`config.mk`:
```
export PLATFORM = sky130hd
export DESIGN_NAME = traffic_ctrl_nway
export DESIGN_NICKNAME = d
export VERILOG_FILES = /design/src/rtl/traffic_ctrl_nway.sv
export SDC_FILE = /design/constraint.sdc
export NUM_CORES = 1
export LEC_CHECK = 0
export BUFFER_PORTS_ARGS = -buffer_cell sky130_fd_sc_hd__buf_2
export CORE_ASPECT_RATIO = 0.6
export CORE_MARGIN = 2
export CORE_UTILIZATION = 50
export DETAILED_ROUTE_END_ITERATION = 8
export GPL_TIMING_DRIVEN = 1
export PLACE_DENSITY = 0.79
export SKIP_LAST_GASP = 1
export SLEW_MARGIN = 20
export SYNTH_ARGS = -nofsm -noshare
export SYNTH_HDL_FRONTEND = slang
export SYNTH_SLANG_ARGS = --single-unit
```
`constraint.sdc`:
```
create_clock -name clk -period 2.3 [get_ports clk]
set_input_delay 0.23 -clock clk [delete_from_list [all_inputs] [get_ports clk]]
set_output_delay 0.23 -clock clk [all_outputs]
set_load 0.05 [all_outputs]
```
`src/rtl/traffic_ctrl_nway.sv`:
```
// Round-robin light controller for NUM_APPR approaches with latched pedestrian
// walk, emergency all-red preemption and a blinking-yellow power-outage mode.
module traffic_ctrl_nway #(
  parameter int          NUM_APPR    = 2,
  parameter int          TICK_DIV    = 2,
  parameter int          CNT_W       = 32,
  parameter int unsigned T_GREEN     = 300000000,
  parameter int unsigned T_MIN_GREEN = 50000000,
  parameter int unsigned T_YELLOW    = 50000000,
  parameter int unsigned T_ALLRED    = 25000000,
  parameter int unsigned T_PED       = 600000000,
  parameter int unsigned T_EMERG     = 50000000,
  parameter int unsigned T_FLASH     = 25000000
) (
  input  logic                        clk,
  input  logic                        reset,
  input  logic                        emergency,
  input  logic                        power_outage,
  input  logic                        ped_req,
  output logic [3*NUM_APPR-1:0]       lights,
  output logic [2:0]                  state,
  output logic [$clog2(NUM_APPR)-1:0] active,
  output logic                        ped_walk,
  output logic                        ped_pending
);

  localparam int AW = $clog2(NUM_APPR);
  localparam int PW = (TICK_DIV > 1) ? $clog2(TICK_DIV) : 1;

  localparam logic [AW-1:0]    LAST_APPR   = AW'(NUM_APPR - 1);
  localparam logic [PW-1:0]    PRESC_LAST  = PW'(TICK_DIV - 1);
  localparam logic [CNT_W-1:0] GREEN_LAST  = CNT_W'(T_GREEN - 1);
  localparam logic [CNT_W-1:0] MIN_LAST    = CNT_W'(T_MIN_GREEN - 1);
  localparam logic [CNT_W-1:0] YELLOW_LAST = CNT_W'(T_YELLOW - 1);
  localparam logic [CNT_W-1:0] ALLRED_LAST = CNT_W'(T_ALLRED - 1);
  localparam logic [CNT_W-1:0] PED_LAST    = CNT_W'(T_PED - 1);
  localparam logic [CNT_W-1:0] EMERG_LAST  = CNT_W'(T_EMERG - 1);
  localparam logic [CNT_W-1:0] FLASH_LAST  = CNT_W'(T_FLASH - 1);

  typedef enum logic [2:0] {
    S_ALLRED = 3'd0,
    S_GREEN  = 3'd1,
    S_YELLOW = 3'd2,
    S_PED    = 3'd3,
    S_EMERG  = 3'd4,
    S_FLASH  = 3'd5
  } state_t;

  state_t           state_r, state_n;
  logic [AW-1:0]    active_r, active_n;
  logic [PW-1:0]    presc_r, presc_n;
  logic [CNT_W-1:0] timer_r, timer_n;
  logic             ped_r, ped_n;
  logic             flash_r, flash_n;
  logic             tick;

  assign tick = (presc_r == PRESC_LAST);

  // State, timing and latch registers
  always_ff @(posedge clk) begin
    if (reset) begin
      state_r  <= S_ALLRED;
      active_r <= LAST_APPR;
      presc_r  <= '0;
      timer_r  <= '0;
      ped_r    <= 1'b0;
      flash_r  <= 1'b0;
    end else begin
      state_r  <= state_n;
      active_r <= active_n;
      presc_r  <= presc_n;
      timer_r  <= timer_n;
      ped_r    <= ped_n;
      flash_r  <= flash_n;
    end
  end

  // Next-state logic: outage beats emergency beats the normal cycle
  always_comb begin
    state_n  = state_r;
    active_n = active_r;
    flash_n  = flash_r;
    ped_n    = ped_r | ped_req;
    presc_n  = tick ? '0 : presc_r + PW'(1);
    timer_n  = tick ? timer_r + CNT_W'(1) : timer_r;

    if (power_outage) begin
      if (state_r != S_FLASH) begin
        state_n = S_FLASH;
        flash_n = 1'b1;
      end else if (tick && (timer_r == FLASH_LAST)) begin
        flash_n = ~flash_r;
        timer_n = '0;
      end else begin
        flash_n = flash_r;
      end
    end else if (state_r == S_FLASH) begin
      state_n  = S_ALLRED;
      active_n = LAST_APPR;
    end else if (emergency) begin
      if (state_r != S_EMERG) begin
        state_n = S_EMERG;
      end else begin
        // clearance countdown only starts once the request is gone
        presc_n = '0;
        timer_n = '0;
      end
    end else begin
      case (state_r)
        S_ALLRED: begin
          if (tick && (timer_r == ALLRED_LAST)) begin
            state_n  = S_GREEN;
            active_n = (active_r == LAST_APPR) ? '0 : active_r + AW'(1);
          end else begin
            state_n = S_ALLRED;
          end
        end
        S_GREEN: begin
          if (tick && ((timer_r == GREEN_LAST) || (ped_r && (timer_r >= MIN_LAST)))) begin
            state_n = S_YELLOW;
          end else begin
            state_n = S_GREEN;
          end
        end
        S_YELLOW: begin
          if (tick && (timer_r == YELLOW_LAST)) begin
            state_n = ped_r ? S_PED : S_ALLRED;
          end else begin
            state_n = S_YELLOW;
          end
        end
        S_PED: begin
          if (tick && (timer_r == PED_LAST)) begin
            state_n = S_ALLRED;
          end else begin
            state_n = S_PED;
          end
        end
        S_EMERG: begin
          if (tick && (timer_r == EMERG_LAST)) begin
            state_n = S_ALLRED;
          end else begin
            state_n = S_EMERG;
          end
        end
        default: state_n = S_ALLRED;
      endcase
    end

    if (state_n != state_r) begin
      presc_n = '0;
      timer_n = '0;
    end else begin
      presc_n = presc_n;
    end

    // entering the walk serves the latched request; a fresh pulse still re-arms it
    if ((state_n == S_PED) && (state_r != S_PED)) begin
      ped_n = ped_req;
    end else begin
      ped_n = ped_n;
    end
  end

  // Lamp decode from registered state only
  always_comb begin
    lights = '0;
    for (int i = 0; i < NUM_APPR; i++) begin
      case (state_r)
        S_GREEN:  lights[3*i +: 3] = (AW'(i) == active_r) ? 3'b001 : 3'b100;
        S_YELLOW: lights[3*i +: 3] = (AW'(i) == active_r) ? 3'b010 : 3'b100;
        S_FLASH:  lights[3*i +: 3] = flash_r ? 3'b010 : 3'b000;
        default:  lights[3*i +: 3] = 3'b100;
      endcase
    end
  end

  assign state       = state_r;
  assign active      = active_r;
  assign ped_walk    = (state_r == S_PED);
  assign ped_pending = ped_r;

endmodule

```
### After elaboration in Yosys (flattened, before gate mapping)

Cells that the tools add are included.
W data, S select, Z words.

| word-level totals | value |
|---|---|
| bits in registers | 39 |
| bits of input ports | 5 |
| output and inout bits | 12 |
| logic and storage cells | 81 |

| cells by class | value |
|---|---|
| $add $sub $neg | 3 |
| magnitude comparators | 1 |
| eq/ne operators | 15 |
| mux-type cells | 39 |
| bitwise operators | 3 |
| reductions and logical operators | 14 |

Operators with widths:

| cell | number |
|---|---|
| $mux W32 | 7 |
| $add A32 B1 Y32 const B | 1 |
| $eq A32 B25 Y1 const B | 1 |
| $eq A32 B26 Y1 const B | 1 |
| $eq A32 B29 Y1 const B | 1 |
| $eq A32 B30 Y1 const B | 1 |
| $ge A32 B26 Y1 const B | 1 |
| $mux W3 | 10 |
| $pmux W3 S3 | 2 |
| $pmux W3 S5 | 1 |
| $mux W1 | 14 |
| $mux W2 | 5 |
| $eq A3 B2 Y1 const B | 3 |
| $eq A3 B3 Y1 const B | 2 |
| $logic_and A1 B1 Y1 | 6 |
| $ne A3 B3 Y1 const B | 2 |
| $reduce_bool A2 Y1 | 3 |
| $reduce_and A4 Y1 | 1 |
| $eq A3 B1 Y1 const B | 1 |
| $logic_not A3 Y1 | 1 |
| $ne A3 B2 Y1 const B | 1 |
| $ne A3 B3 Y1 | 1 |
| $add A1 B1 Y1 const B | 2 |
| $ne A2 B1 Y1 const B | 1 |
| 5 further kinds | 6 |

### Longest topological paths before layout

Gate-level depths: netlist of the first run.

| depth | value |
|---|---|
| depth after elaboration | 12 |
| mapped depth | 10 |

### Least setup slack after synthesis of the first run

Ideal clock, no wire load.

| path | value |
|---|---|
| path kind | flip-flop to flip-flop |
| start point | reg state_r[0] (netlist: state[0]) |
| end point | reg timer_r[0] |
| data arrival time | 2.591 ns |
| slack | -0.364 ns |
| stages on the path, launching flop included | 8 |
| buffers on the path | 1 |
| period minus slack after synthesis | 2.664 ns |
| cells stage by stage | dfxtp_1 -> and3_1 -> o21ai_0 -> o21a_1 -> o41ai_1 -> o211ai_1 -> buf_2 -> nor3_2 |

| on the way | value |
|---|---|
| cells in the longest elaborated chain, start to end | 7 |
| elaborated cells on any way between the ends | 21 |
| classes of those cells | eq/ne: 8; mux: 11; reduce/logical: 2 |

Ends and longest elaborated chain:

| element | RTL line | text |
|---|---|---|
| start, declared | 49 | `state_t state_r, state_n;` |
| start signal, assigned | 69 | `state_r <= state_n;` |
| $eq A3 B2 Y1 | - |  |
| via ped_walk | 23 | `output logic ped_walk,` |
| $pmux W3 S5 | 109 | `case (state_r)` |
| $mux W3 | 100 | `end else if (emergency) begin` |
| $mux W3 | 97 | `end else if (state_r == S_FLASH) begin` |
| $mux W3 | 87 | `if (power_outage) begin` |
| $ne A3 B3 Y1 | 150 | `if (state_n != state_r) begin` |
| $reduce_or A2 Y1 (no line) | - |  |
| end signal, assigned | 72 | `timer_r <= timer_n;` |
| end, declared | 52 | `logic [CNT_W-1:0] timer_r, timer_n;` |

The timed path passes the listed nets, and every way through them passes these cells.
A chain may end at the register's enable or synchronous reset.

### Worst setup path in the final report of the first run

| path | value |
|---|---|
| start point | reg timer_r[31] |
| end point | reg timer_r[6] |

| on the way | value |
|---|---|
| cells in the longest elaborated chain, start to end | 11 |
| elaborated cells on any way between the ends | 25 |
| classes of those cells | order compare: 1; eq/ne: 5; mux: 12; reduce/logical: 7 |

Ends and longest elaborated chain:

| element | RTL line | text |
|---|---|---|
| $ge A32 B26 Y1 | 119 | `if (tick && ((timer_r == GREEN_LAST) \|\| (ped_r && (timer_r >= MIN_LAST)))) begin` |
| $logic_and A1 B1 Y1 | 119 |  |
| $logic_or A1 B1 Y1 | 119 |  |
| $logic_and A1 B1 Y1 | 119 |  |
| $mux W2 | 119 |  |
| $pmux W3 S5 | 109 |  |
| $mux W3 | 100 |  |
| $mux W3 | 97 |  |
| $mux W3 | 87 |  |
| $ne A3 B3 Y1 | 150 |  |
| $reduce_or A2 Y1 (no line) | - |  |

Parallel ways exist; a longest one is shown, timed or not.

==> impl_metrics.tcl, run 1 <==
set metrics [dict create \
    grt_busiest_layer "met2" \
    hold_path_depth 2 \
    synth_common_cells "nand2_1, dfxtp_1, nor2_1" \
    met1_usage_pct 39.86 \
    grt_pass1_wl_um 12810 \
    max-slew-margin-rel_pct 69.19 \
    grt_usage_pct 28.75 \
    regToRegStartpoint "timer_r[31]" \
    ys_seq_elements 39 \
    cap_violations 0 \
    yosysTopAreaCell "dfxtp_1" \
    drive_gt1_share_pct 40.53 \
    setup-tns-final_ps -9519 \
    finClkSkew_ps 12.35 \
    gr-total-overflow 0 \
    die_w_um 96.72 \
    synth.distinct_cells 54 \
    p_leak_uw 0.001443 \
    ys_async_sr_fraction_pct 0 \
    cts.sinks 39 \
    nNetsFinal 423 \
    worstPathArrival_ps 2840 \
    cts_made_buffers 5 \
    grt_use_met2_pct 45.24 \
    grt_use_met3_pct 6.604 \
    reg2reg_depth 12 \
    fmax_ghz 0.3831 \
    powerDensity_nw_per_um2 422.6 \
    rows 20 \
    cp-start-kind "flop" \
    outcome "finished with violations" \
    hp-class "input port to flop" \
    cts_tree "built" \
    htreeDepth 2 \
    clock_path_buffers 2 \
    utilization_pct 71.00 \
    path_class "flop to flop" \
    ys_seq_area_share_pct 30.28 \
    syn_inst 321 \
    setup_slack_ps -310.4 \
    clk_pin_slew_ps 80 \
    synth_fp_nets 327 \
    yosysMostFrequentCell "nand2_1" \
    clk_latency_ps 310 \
    violations "setup timing" \
    root_buffer "clkbuf_8" \
    antenna_cells 0 \
    rsz0062_at_grt "true" \
    ios 17 \
    r2r_slack_ps -310 \
    cts_hold_buf 0 \
    drc 0 \
    io_buffers 16 \
    core_area_um2 5005 \
    holdPathEnd "state[1]" \
    netlist_top_cells_area "dfxtp_1, nor3_2, nand2_1, xor2_1, nor2_1" \
    synth_top_area_share_pct 30.28 \
    setup_violations 35 \
    final-max-slew-violation-count 0 \
    ant_nets 0 \
    wl_per_cell_um 17.15 \
    initial_utilization_pct 51.52 \
    post-route-period-util_pct 113.5 \
    antenna_found_initial 0 \
    vias 2812 \
    irDropWorstVdd_uv 227.3 \
    synth.avg_cell_area_um2 8.033 \
    end_kind "flop" \
    die_area_um2 5767 \
    ys_warn_count 0 \
    grt_max_degree 24 \
    detail_route.vias_per_cell 5.822 \
    cp_max_fo 23 \
    synth_edf_count 0 \
    r2r_end "timer_r[6]" \
    gp_congestion 0.9601 \
    drt_pass1_iterations 6 \
    dpl.hpwl_um 5394 \
    hold_viol_final 0 \
    worst_slew_pin_slew_ps 459.6 \
    hold_path.startpoint "reset" \
    first_global_vias 2560 \
    period_needed_ps 2610 \
    area_delta_synth_final_pct 37.80 \
    routed_wl_um 8284 \
    worstPathRequired_ps 2530 \
    dieHeight_um 59.63 \
    syn_area_um2 2579 \
    first_iter_violations 256 \
    ys.flop_type "dfxtp_1" \
]
## what timing repair did
| action | in CTS | in global routing |
|---|---|---|
| setup buffers | 9 | 3 |
| endpoints found under the hold margin | 0 | 0 |
| resized for setup | 12 | 8 |
| gates cloned | 4 | 0 |
| pin swaps | 3 | 2 |
| setup endpoints to repair | 36 | 38 |
## state kept, by name (all words and copies together) (netlist names)
| register | cells |
|---|---|
| timer_r | 32 |
| state | 3 |
| active | 1 |
| flash_r | 1 |
| ped_pending | 1 |
| presc_r | 1 |
## power by group
group          internal [uW]  switching (uW)
logic                   95.5             142
clock network            317             253
registers                682            12.2
total                   1090             407
## cell type report
type	instances	area, um2
tap	66	82.58
clock inverter	2	37.54
sequential	39	787.0
timing repair buffer	104	820.8
inverter	11	41.29
clock buffer	5	68.82
fill	365	1451
multi-input combinational	256	1715
## how the worst max path moves through the flow
| stage | startpoint | to | cells after the start |
|---|---|---|---|
| floorplan | timer_r[31] | timer_r[29] | 9 |
| global placement | timer_r[31] | timer_r[16] | 10 |
| CTS | timer_r[31] | timer_r[27] | 10 |
| global route | timer_r[31] | timer_r[23] | 12 |
| detailed placement | timer_r[0] | timer_r[1] | 10 |
| finish | timer_r[31] | timer_r[6] | 12 |
## cells by family (layout without fill, tap and decap cells)
logic type / Yosys count / count (layout) / synth area share [%]
and+or+nand+nor: 198 / 198 / 43.86
DFF: 39 / 39 / 30.28
xor gates and xnor gates: 32 / 32 / 11.60
buffers and inverters: 26 / 122 / 6.793
AOI/OAI and AO/OA: 24 / 24 / 6.599
adders and majority gates: 1 / 1 / 0.4851
muxes: 1 / 1 / 0.3882
## worst max-delay path, stage by stage (launching register included)
cell and delay, ps:
dfxtp_2 320, or4_4 550, buf_6 140, nor4_4 190, buf_4 190, buf_4 110
o211ai_2 70, a21oi_1 190, nor3_1 110, a21boi_2 220, buf_12 190, nand2_1 90
nor3_2 170
## cell usage in the layout (no fill, tap or decap), types with 6 or more instances in the layout
master	instances
a21oi_1	6
and3_1	6
buf_2	16
buf_4	79
dfxtp_1	34
inv_1	11
nand2_1	53
nand3_1	15
nand4_1	9
nor2_1	35
nor3_1	12
nor3_2	30
nor4_1	7
xnor2_1	14
xor2_1	17
## routing by layer
metal	vias up	share of wire [%]	wire (um)
li1	1312	-	-
met4	0	1.7	142
met5	-	0	0
met2	148	46	3777
met1	1334	42	3493
met3	18	11	872
## per-stage QoR
stage	std cells	area, um2	hold WS, ps	setup WS (ps)	power [uW]
after floorplan	321	2605	295.0	-71.62	843.7
after global placement	460	3228	495.7	-220.4	893.9
after detailed placement	460	3228	492.6	-402.0	897.0
after CTS	480	3498	184.2	-224.3	1498
after global routing	483	3553	181.5	-398.9	1546
final	483	3553	185.6	-310.4	1502
Power figures use the tool's default switching activity.
==> run 2: changes to the inputs <==
--- a/config.mk
+++ b/config.mk
@@ -9,6 +9,7 @@
 export CORE_ASPECT_RATIO = 0.6
 export CORE_MARGIN = 2
 export CORE_UTILIZATION = 50
+export CTS_BUF_LIST = sky130_fd_sc_hd__clkbuf_2
 export DETAILED_ROUTE_END_ITERATION = 8
 export GPL_TIMING_DRIVEN = 1
 export PLACE_DENSITY = 0.79
==> impl_metrics.tcl, run 2 (synthesis gave the netlist of run 1 again) <==
set metrics [dict create \
    outcome "finished with violations" \
    violations "setup timing" \
    worst_slew_pin_slew_ps 623.5 \
    final-max-slew-violation-count 0 \
    ios 17 \
    hp-class "input port to flop" \
    p_comb_share_pct 19.2 \
    setup_slack_ps -385.3 \
    utilization_pct 73.02 \
    grt_pass1_wl_um 12620 \
    crit_family "simple AND/OR/NAND/NOR gates" \
    vias 2953 \
    hold_ws_ps 13.96 \
    slowest_delay_ps 550 \
    routed_wl_um 8957 \
    cp_max_fo 8 \
    root_buffer "clkbuf_2" \
    p_switching_uw 428.7 \
    die_area_um2 5767 \
    rsz0062_at_grt "true" \
    post-route-period-util_pct 116.8 \
    detail_route.vias_per_cell 6.064 \
    end_kind "flop" \
    drc 0 \
    ant_nets 0 \
    wl_per_cell_um 18.39 \
    slowest_stage "or4_4" \
    nNetsFinal 427 \
    dpl.hpwl_um 5394 \
    drive_gt1_share_pct 44.18 \
    cts_made_buffers 5 \
    rows 20 \
    antenna_found_initial 0 \
    final_cell_mix "buf_4, nand2_1, nor2_1" \
    cts_tree "built" \
    final_cells 487 \
    cp-start-kind "flop" \
    worstPathRequired_ps 2650 \
    regMostFlops "timer_r" \
    first_iter_violations 358 \
    hold_viol_final 0 \
    period_needed_ps 2685 \
    setup_violations 36 \
    clk_latency_ps 450 \
    antenna_cells 0 \
    grt_usage_pct 28.38 \
    mostFrequentLayoutCell "buf_4" \
    p_clk_share_pct 31.1 \
    path_cells "or4_4 > buf_6 > nor4_4 > buf_4 > nand3_4 > nor3_2 > o21a_1 > o41ai_2 > o211ai_1 > buf_4 > buf_12 > nor3_4" \
    first_global_vias 2528 \
    multi_input_area_um2 1788 \
    irDropWorstVdd_uv 230.3 \
    nFillCells 353 \
    htreeDepth 2 \
    cap_violations 0 \
    cts.sinks 39 \
    largest_register_ffs 32 \
    die_w_um 96.72 \
    initial_utilization_pct 51.52 \
    dieHeight_um 59.63 \
    dp.cells 460 \
    cts_hold_buf 0 \
    ff_latch_area_um2 793.3 \
    swShare_pct 30.57 \
    worstPathArrival_ps 3040 \
    gp_congestion 0.9601 \
    io_buffers 16 \
    path_buf_inv 4 \
    max-slew-margin-rel_pct 58.12 \
    finClkSkew_ps 31.03 \
    powerDensity_nw_per_um2 383.8 \
    totalPowerFinal_uw 1403 \
    seqPwrFrac_pct 49.7 \
    clock_path_buffers 2 \
    path_class "flop to flop" \
    p_leak_uw 0.001514 \
    drt_pass1_iterations 8 \
    core_area_um2 5005 \
    area_delta_synth_final_pct 41.73 \
    gr-total-overflow 0 \
    grt_max_degree 24 \
    clk_pin_slew_ps 230 \
    internal_power_uw 973.8 \
    setup-tns-final_ps -12420 \
    crit_top_cell "buf_4" \
    fmax_ghz 0.3724 \
]
## run 2: cell types whose count changed in the layout (fill, tap and decap cells not counted), moves of 2 or more
cell	delta
nor3_1	-3
dfxtp_2	+5
clkbuf_8	-5
dfxtp_1	-5
buf_4	+3
clkbuf_2	+5
nor3_2	-2
nor3_4	+5
buf_12	+2
## run 2: worst register-to-register path, stage by stage (launching register included)
cell and delay (ps):
dfxtp_2 370, or4_4 550, buf_6 140, nor4_4 190
buf_4 200, nand3_4 80, nor3_2 230, o21a_1 180
o41ai_2 70, o211ai_1 160, buf_4 250, buf_12 170
nor3_4 40
## run 2: timing repair
action / 4_1_cts / 5_1_grt
setup buffers: 9 / 8
setup endpoints to repair: 36 / 41
resized for setup: 17 / 23
gates cloned: 3 / 1
pin swaps: 4 / 23
## run 2: layer usage
metal	global-route usage, %	share of wire [%]	wire (um)	up-vias
met1	41.22	42	3755	1398
li1	-	-	-	1324
met2	42.36	44	3952	191
met4	9.457	3.0	271	0
met5	0	0	0	-
met3	5.660	11	977	40
## run 2: worst paths after layout
kind	cells after the start	from	end	slack (ps)
worst max-delay path	12	timer_r[31]	timer_r[6]	-390
worst min-delay path	2	reset	state[1]	10
worst max register to register	12	timer_r[31]	timer_r[6]	-390
worst min register to register	2	flash_r	flash_r	560
## run 2: stage by stage
| step | cell area (um2) | setup slack [ps] |
|---|---|---|
| 2_1_floorplan | 2605 | -71.62 |
| 3_3_place_gp | 3228 | -220.4 |
| 3_5_place_dp | 3228 | -402.0 |
| 4_1_cts | 3462 | -220.9 |
| 5_1_grt | 3655 | -495.7 |
| 6_report | 3655 | -385.3 |
## run 2: layout make-up
class	instances	area share (%)
clock buffers	5	0.6847
clock inverters	2	1.027
inverters	11	1.130
multi-input cells	256	48.92
flip-flops and latches	39	21.70
well taps	66	2.259
repair buffers	108	24.27
## run 2: power groups by stage
| stage | Combinational, uW | Clock [uW] | Sequential, uW |
|---|---|---|---|
| 2_1_floorplan | 127 | 0 | 717 |
| 3_3_place_gp | 185 | 0 | 709 |
| 3_5_place_dp | 188 | 0 | 709 |
| 4_1_cts | 225 | 434 | 696 |
| 5_1_grt | 280 | 459 | 699 |
| 6_report | 269 | 436 | 697 |
